$ cat src/rtl/gpio_cfg_pkg.sv
// Shared definitions for the GPIO pad configuration slice: word layout,
// reset default and the serial load counter states.
package gpio_cfg_pkg;

  localparam int unsigned CFG_W  = 13;
  localparam int unsigned BCNT_W = 4;

  localparam int unsigned MGMT_ENA_BIT    = 0;
  localparam int unsigned OEB_OVR_BIT     = 1;
  localparam int unsigned HOLD_OVR_BIT    = 2;
  localparam int unsigned INP_DIS_BIT     = 3;
  localparam int unsigned IB_MODE_SEL_BIT = 4;
  localparam int unsigned ANALOG_EN_BIT   = 5;
  localparam int unsigned ANALOG_SEL_BIT  = 6;
  localparam int unsigned ANALOG_POL_BIT  = 7;
  localparam int unsigned SLOW_SEL_BIT    = 8;
  localparam int unsigned VTRIP_SEL_BIT   = 9;
  localparam int unsigned DM_LSB          = 10;
  localparam int unsigned DM_MSB          = 12;

  localparam logic [CFG_W-1:0] PAD_CTRL_DEFAULT = 13'h0403;

  typedef struct packed {
    logic [2:0] dm;
    logic       vtrip_sel;
    logic       slow_sel;
    logic       analog_pol;
    logic       analog_sel;
    logic       analog_en;
    logic       ib_mode_sel;
    logic       inp_dis;
    logic       hold_ovr;
    logic       oeb_ovr;
    logic       mgmt_ena;
  } pad_ctrl_t;

  typedef enum logic [1:0] {
    CNT_EMPTY   = 2'd0,
    CNT_PARTIAL = 2'd1,
    CNT_FULL    = 2'd2
  } cnt_state_e;

endpackage : gpio_cfg_pkg

$ cat src/rtl/gpio_cfg_shifter.sv
// Serial shift register, saturating bit counter and validated shadow load
// for one pad in the configuration daisy chain.
module gpio_cfg_shifter
  import gpio_cfg_pkg::*;
(
  input  logic             clock_i,
  input  logic             reset_i,
  input  logic             data_i,
  input  logic             shift_i,
  input  logic             load_i,
  output logic             data_o,
  output logic [CFG_W-1:0] shadow_o,
  output logic             load_ok_o,
  output logic             load_err_o
);

  localparam logic [BCNT_W-1:0] BCNT_LAST = BCNT_W'(CFG_W - 1);

  cnt_state_e        state_q, state_d;
  logic [BCNT_W-1:0] bcnt_q, bcnt_d;
  logic [CFG_W-1:0]  shreg_q, shreg_d;
  pad_ctrl_t         shadow_q, shadow_d;
  logic              load_ok_q, load_ok_d;
  logic              load_err_q, load_err_d;

  always_ff @(posedge clock_i or posedge reset_i) begin
    if (reset_i) begin
      state_q    <= CNT_EMPTY;
      bcnt_q     <= '0;
      shreg_q    <= PAD_CTRL_DEFAULT;
      shadow_q   <= pad_ctrl_t'(PAD_CTRL_DEFAULT);
      load_ok_q  <= 1'b0;
      load_err_q <= 1'b0;
    end else begin
      state_q    <= state_d;
      bcnt_q     <= bcnt_d;
      shreg_q    <= shreg_d;
      shadow_q   <= shadow_d;
      load_ok_q  <= load_ok_d;
      load_err_q <= load_err_d;
    end
  end

  // Load takes priority over shift; a load always empties the counter.
  always_comb begin
    state_d    = state_q;
    bcnt_d     = bcnt_q;
    shreg_d    = shreg_q;
    shadow_d   = shadow_q;
    load_ok_d  = 1'b0;
    load_err_d = 1'b0;
    if (load_i) begin
      state_d = CNT_EMPTY;
      bcnt_d  = '0;
      if (state_q == CNT_FULL) begin
        shadow_d  = pad_ctrl_t'(shreg_q);
        load_ok_d = 1'b1;
      end else begin
        load_err_d = 1'b1;
      end
    end else if (shift_i) begin
      shreg_d = {shreg_q[CFG_W-2:0], data_i};
      case (state_q)
        CNT_EMPTY: begin
          state_d = CNT_PARTIAL;
          bcnt_d  = BCNT_W'(1);
        end
        CNT_PARTIAL: begin
          bcnt_d = bcnt_q + BCNT_W'(1);
          if (bcnt_q == BCNT_LAST) begin
            state_d = CNT_FULL;
          end
        end
        CNT_FULL: begin
          state_d = CNT_FULL;
        end
        default: begin
          state_d = CNT_EMPTY;
          bcnt_d  = '0;
        end
      endcase
    end
  end

  assign data_o     = shreg_q[CFG_W-1];
  assign shadow_o   = shadow_q;
  assign load_ok_o  = load_ok_q;
  assign load_err_o = load_err_q;

endmodule : gpio_cfg_shifter

$ cat src/rtl/gpio_pad_config.sv
// Per-pad configuration register: serial-loaded control word plus the
// management/user data mux in front of the pad cell.
module gpio_pad_config
  import gpio_cfg_pkg::*;
(
  input  logic             clock,
  input  logic             reset,
  input  logic             serial_data_in,
  input  logic             serial_shift,
  input  logic             serial_load,
  output logic             serial_data_out,
  output logic             load_ok,
  output logic             load_err,
  output logic [CFG_W-1:0] pad_ctrl,
  input  logic             mgmt_gpio_out,
  input  logic             mgmt_gpio_oeb,
  input  logic             user_gpio_out,
  input  logic             user_gpio_oeb,
  input  logic             pad_gpio_in,
  output logic             pad_gpio_out,
  output logic             pad_gpio_oeb,
  output logic             mgmt_gpio_in,
  output logic             user_gpio_in
);

  logic [CFG_W-1:0] shadow;

  gpio_cfg_shifter u_shifter (
    .clock_i    (clock),
    .reset_i    (reset),
    .data_i     (serial_data_in),
    .shift_i    (serial_shift),
    .load_i     (serial_load),
    .data_o     (serial_data_out),
    .shadow_o   (shadow),
    .load_ok_o  (load_ok),
    .load_err_o (load_err)
  );

  assign pad_ctrl = shadow;

  // Route pad data to the owning side; inp_dis blanks both receive paths.
  always_comb begin
    pad_gpio_out = 1'b0;
    pad_gpio_oeb = 1'b1;
    mgmt_gpio_in = 1'b0;
    user_gpio_in = 1'b0;
    if (shadow[MGMT_ENA_BIT]) begin
      pad_gpio_out = mgmt_gpio_out;
      pad_gpio_oeb = mgmt_gpio_oeb | shadow[OEB_OVR_BIT];
      mgmt_gpio_in = pad_gpio_in & ~shadow[INP_DIS_BIT];
    end else begin
      pad_gpio_out = user_gpio_out;
      pad_gpio_oeb = user_gpio_oeb | shadow[OEB_OVR_BIT];
      user_gpio_in = pad_gpio_in & ~shadow[INP_DIS_BIT];
    end
  end

endmodule : gpio_pad_config

$ cat config.mk
export PLATFORM = sky130hd
export DESIGN_NAME = gpio_pad_config
export DESIGN_NICKNAME = d
export VERILOG_FILES = /design/src/rtl/gpio_cfg_pkg.sv /design/src/rtl/gpio_cfg_shifter.sv /design/src/rtl/gpio_pad_config.sv
export SDC_FILE = /design/constraint.sdc
export NUM_CORES = 1
export LEC_CHECK = 0
export BUFFER_PORTS_ARGS = -buffer_cell sky130_fd_sc_hd__buf_2
export CAP_MARGIN = 30
export CORE_MARGIN = 3
export CORE_UTILIZATION = 25
export DETAILED_ROUTE_END_ITERATION = 10
export PLACE_DENSITY = 0.45
export SYNTH_ARGS = -nofsm -noshare
export SYNTH_HDL_FRONTEND = slang
export SYNTH_SLANG_ARGS = --single-unit
$ cat constraint.sdc
create_clock -name clock -period 1.7 [get_ports clock]
set_input_delay 0.255 -clock clock [delete_from_list [all_inputs] [get_ports clock]]
set_output_delay 0.255 -clock clock [all_outputs]
set_load 0.05 [all_outputs]
==> results.sh <==
export IMPL_synth_area_um2=1490
export IMPL_start_util_pct=26.4
export IMPL_fmax_ghz=0.610
export IMPL_crit_type="reg2out"
export IMPL_hold_class="in2async"
export IMPL_cts_tree="built"
export IMPL_r2r_end="u_shifter.shadow_o[12]"
export IMPL_p_clk_share_pct=26.2
export IMPL_status="finished clean"
export IMPL_critPathCapture="pad_gpio_out"
export IMPL_gr_max_usage_layer="met2"
export IMPL_drt_total_wl_um=2670
export IMPL_drt_iter0_drc=17
export IMPL_grt_met3_usage_pct=3.27
export IMPL_core_um2=5640
export IMPL_grt_usage_pct=8.34
export IMPL_clock_sinks=34
export IMPL_final_antenna_net_count=0
export IMPL_final_nets=159
export IMPL_clk_latency_ps=280
export IMPL_die_x_um=83.2
export IMPL_drc=0
export IMPL_p_leak_nw=0.914
export IMPL_endpoint_kind="primary output"
export IMPL_synthToLayoutAreaGrowth_pct=26.2
export IMPL_relSlewSlack_pct=72.3
export IMPL_num_vias=919
export IMPL_pin_count=30
export IMPL_first_global_vias=994
export IMPL_p_int_mw=2.14
export IMPL_syn_nets=123
export IMPL_power_frac_comb_pct=36.2
export IMPL_r2r_setup_slack_ps=190
export IMPL_antenna_found_initial=0
export IMPL_setup_worst_path_start_class="flop"
export IMPL_reg2reg_from="u_shifter.state_q[0]"
export IMPL_clk_pin_slew_ps=70
export IMPL_grtUsageMet2_pct=13.0
export IMPL_grt_overflow_total=0
export IMPL_port_buffers=29
export IMPL_ys_seq_area_share_pct=57.6
export IMPL_clock_skew_ps=5.76
export IMPL_netlist_instances=107
export IMPL_cts_root_buf="clkbuf_8"
export IMPL_period_share_pct=96.5
export IMPL_seqPwrFrac_pct=37.6
export IMPL_first_pass_iters=4
export IMPL_cp_data_arrival_time_ps=1390
export IMPL_tightest_slew_ps=412
export IMPL_drive_gt1_share_pct=46.5
export IMPL_startpoint="u_shifter.shadow_o[0]"
export IMPL_setup_tns_ps=0
export IMPL_power_mw=3.48
export IMPL_clockBufferDepth=2
export IMPL_grt_pass1_wl_um=4660
export IMPL_vias_per_cell=4.25
export IMPL_cts_made_buffers=5
export IMPL_ctsHoldBuffers=0
export IMPL_diodes=0
export IMPL_synth_warning_count=0
export IMPL_yosys_register_bits=34
export IMPL_grt_max_degree=35
export IMPL_placed_cells=207
export IMPL_maxSlewViolCount=0
export IMPL_power_density_nw_per_um2=1850
export IMPL_crit_path_max_fanout=6
export IMPL_yosys_cell_types_count=25
export IMPL_die_area_um2=6930
export IMPL_ctsHtreeMaxLevel=2
export IMPL_final_cells=216
export IMPL_power_share_switching_pct=38.4
export IMPL_rsz0062_at_grt="false"
export IMPL_hold_violations=0
export IMPL_wire_per_inst_um=12.4
export IMPL_ff2ff_path_depth=4
export IMPL_place_congestion=0.644
export IMPL_p_switching_mw=1.33
export IMPL_dpl_hpwl_um=1910
export IMPL_min_period_ps=1640
export IMPL_setup_viol=0
export IMPL_required_ps=1440
export IMPL_max_cap_violations=0
export IMPL_grtUsageMet1_pct=9.97
export IMPL_irDropWorstVdd_uv=676
export IMPL_rows=27
export IMPL_syn_avg_cell_area_um2=13.9
export IMPL_fp_dieH_um=83.2
export IMPL_final_cell_mix="28 x buf_2, 28 x dfrtp_1, 18 x mux2_2, 9 x mux2_1"
cell type report:
cell class,count,area [um^2]
Fill cell,553,3760
Timing Repair Buffer,32,170
Tap cell,72,90.1
Sequential cell,34,858
Inverter,6,22.5
Clock buffer,6,82.6
Clock inverter,2,60.1
Multi-Input combinational cell,64,598
cell families (layout without fill, tap and decap cells):
family	Yosys count	after routing	synth area share [%]
adder cells (fa/ha/maj)	6	6	5.03
flip-flops	34	34	57.6
AND/OR/NAND/NOR	21	21	9.23
buffers and inverters	9	46	2.68
multiplexers	29	29	21.7
AO/OA/AOI/OAI	8	8	3.77
cells in the mapped netlist:
master    count  area, um^2
mux2i_1       2        20.0
nand3_1       3        15.0
nand2b_1      5        31.3
a211o_1       1        8.76
a211oi_1      2        15.0
nand2_2       1        6.26
o21ai_0       1        5.00
a21boi_0      1        7.51
buf_4         1        7.51
a221o_1       1        10.0
mux2_1        9         101
ha_1          6        75.1
nor3b_1       2        15.0
inv_1         6        22.5
nor4_1        1        6.26
nand4b_1      1        8.76
buf_2         2        10.0
nor2b_2       1        8.76
nand2_1       1        3.75
and3b_1       2        17.5
nor2b_1       4        25.0
dfrtp_1      28         701
a21oi_1       2        10.0
mux2_2       18         203
dfstp_2       6         158
power by group through the flow:
stage          Clock [mW]  Combinational (mW)  Sequential [mW]
4_1_cts             0.942                1.25             1.32
3_5_place_dp            0                1.24             1.34
2_1_floorplan           0               0.486             1.79
5_1_grt             0.970                1.34             1.36
3_3_place_gp            0                1.23             1.33
6_report            0.911                1.26             1.31
registers in the layout (all words and copies together), names as in the netlist:
signal                cells
u_shifter.shadow_o       13
u_shifter.load_ok_o       1
u_shifter.shreg_q        13
u_shifter.bcnt_q          4
u_shifter.load_err_o      1
u_shifter.state_q         2
critical path, cell delays in order (launching register included):
cell and delay (ps):
dfstp_2 570, mux2_2 340, buf_4 190
worst min path at each step:
stage	start	endpoint
final	reset	u_shifter.shadow_o[9]
after global routing	reset	u_shifter.shadow_o[9]
after CTS	reset	u_shifter.shadow_o[3]
after detailed placement	reset	u_shifter.load_err_o
after global placement	reset	u_shifter.load_err_o
after floorplan	reset	u_shifter.bcnt_q[0]
what timing repair did:
action / CTS / global route
hold endpoints to repair: 0 / 0
gates resized for setup: 0 / 2
endpoints found under the setup margin: 0 / 1
buffers inserted: 0 / 1
metal layers:
| metal | share of wire (%) | wire length [um] |
|---|---|---|
| met1 | 46 | 1240 |
| met2 | 47 | 1260 |
| met3 | 4.1 | 110 |
| met4 | 2.1 | 56 |
| met5 | 0 | 0 |
per-stage QoR:
step / util [%] / hold WS [ps] / setup slack [ps] / area [um^2]
floorplan: - / 392 / 147 / 1500
global placement: 30.6 / 373 / 237 / 1730
detailed placement: 30.6 / 374 / 181 / 1730
CTS: 33.2 / 67.9 / 6.17 / 1870
global route: 33.4 / 90.4 / 19.0 / 1880
finish: 33.4 / 56.5 / 59.9 / 1880
No activity file was read; power rests on OpenSTA's default activity.
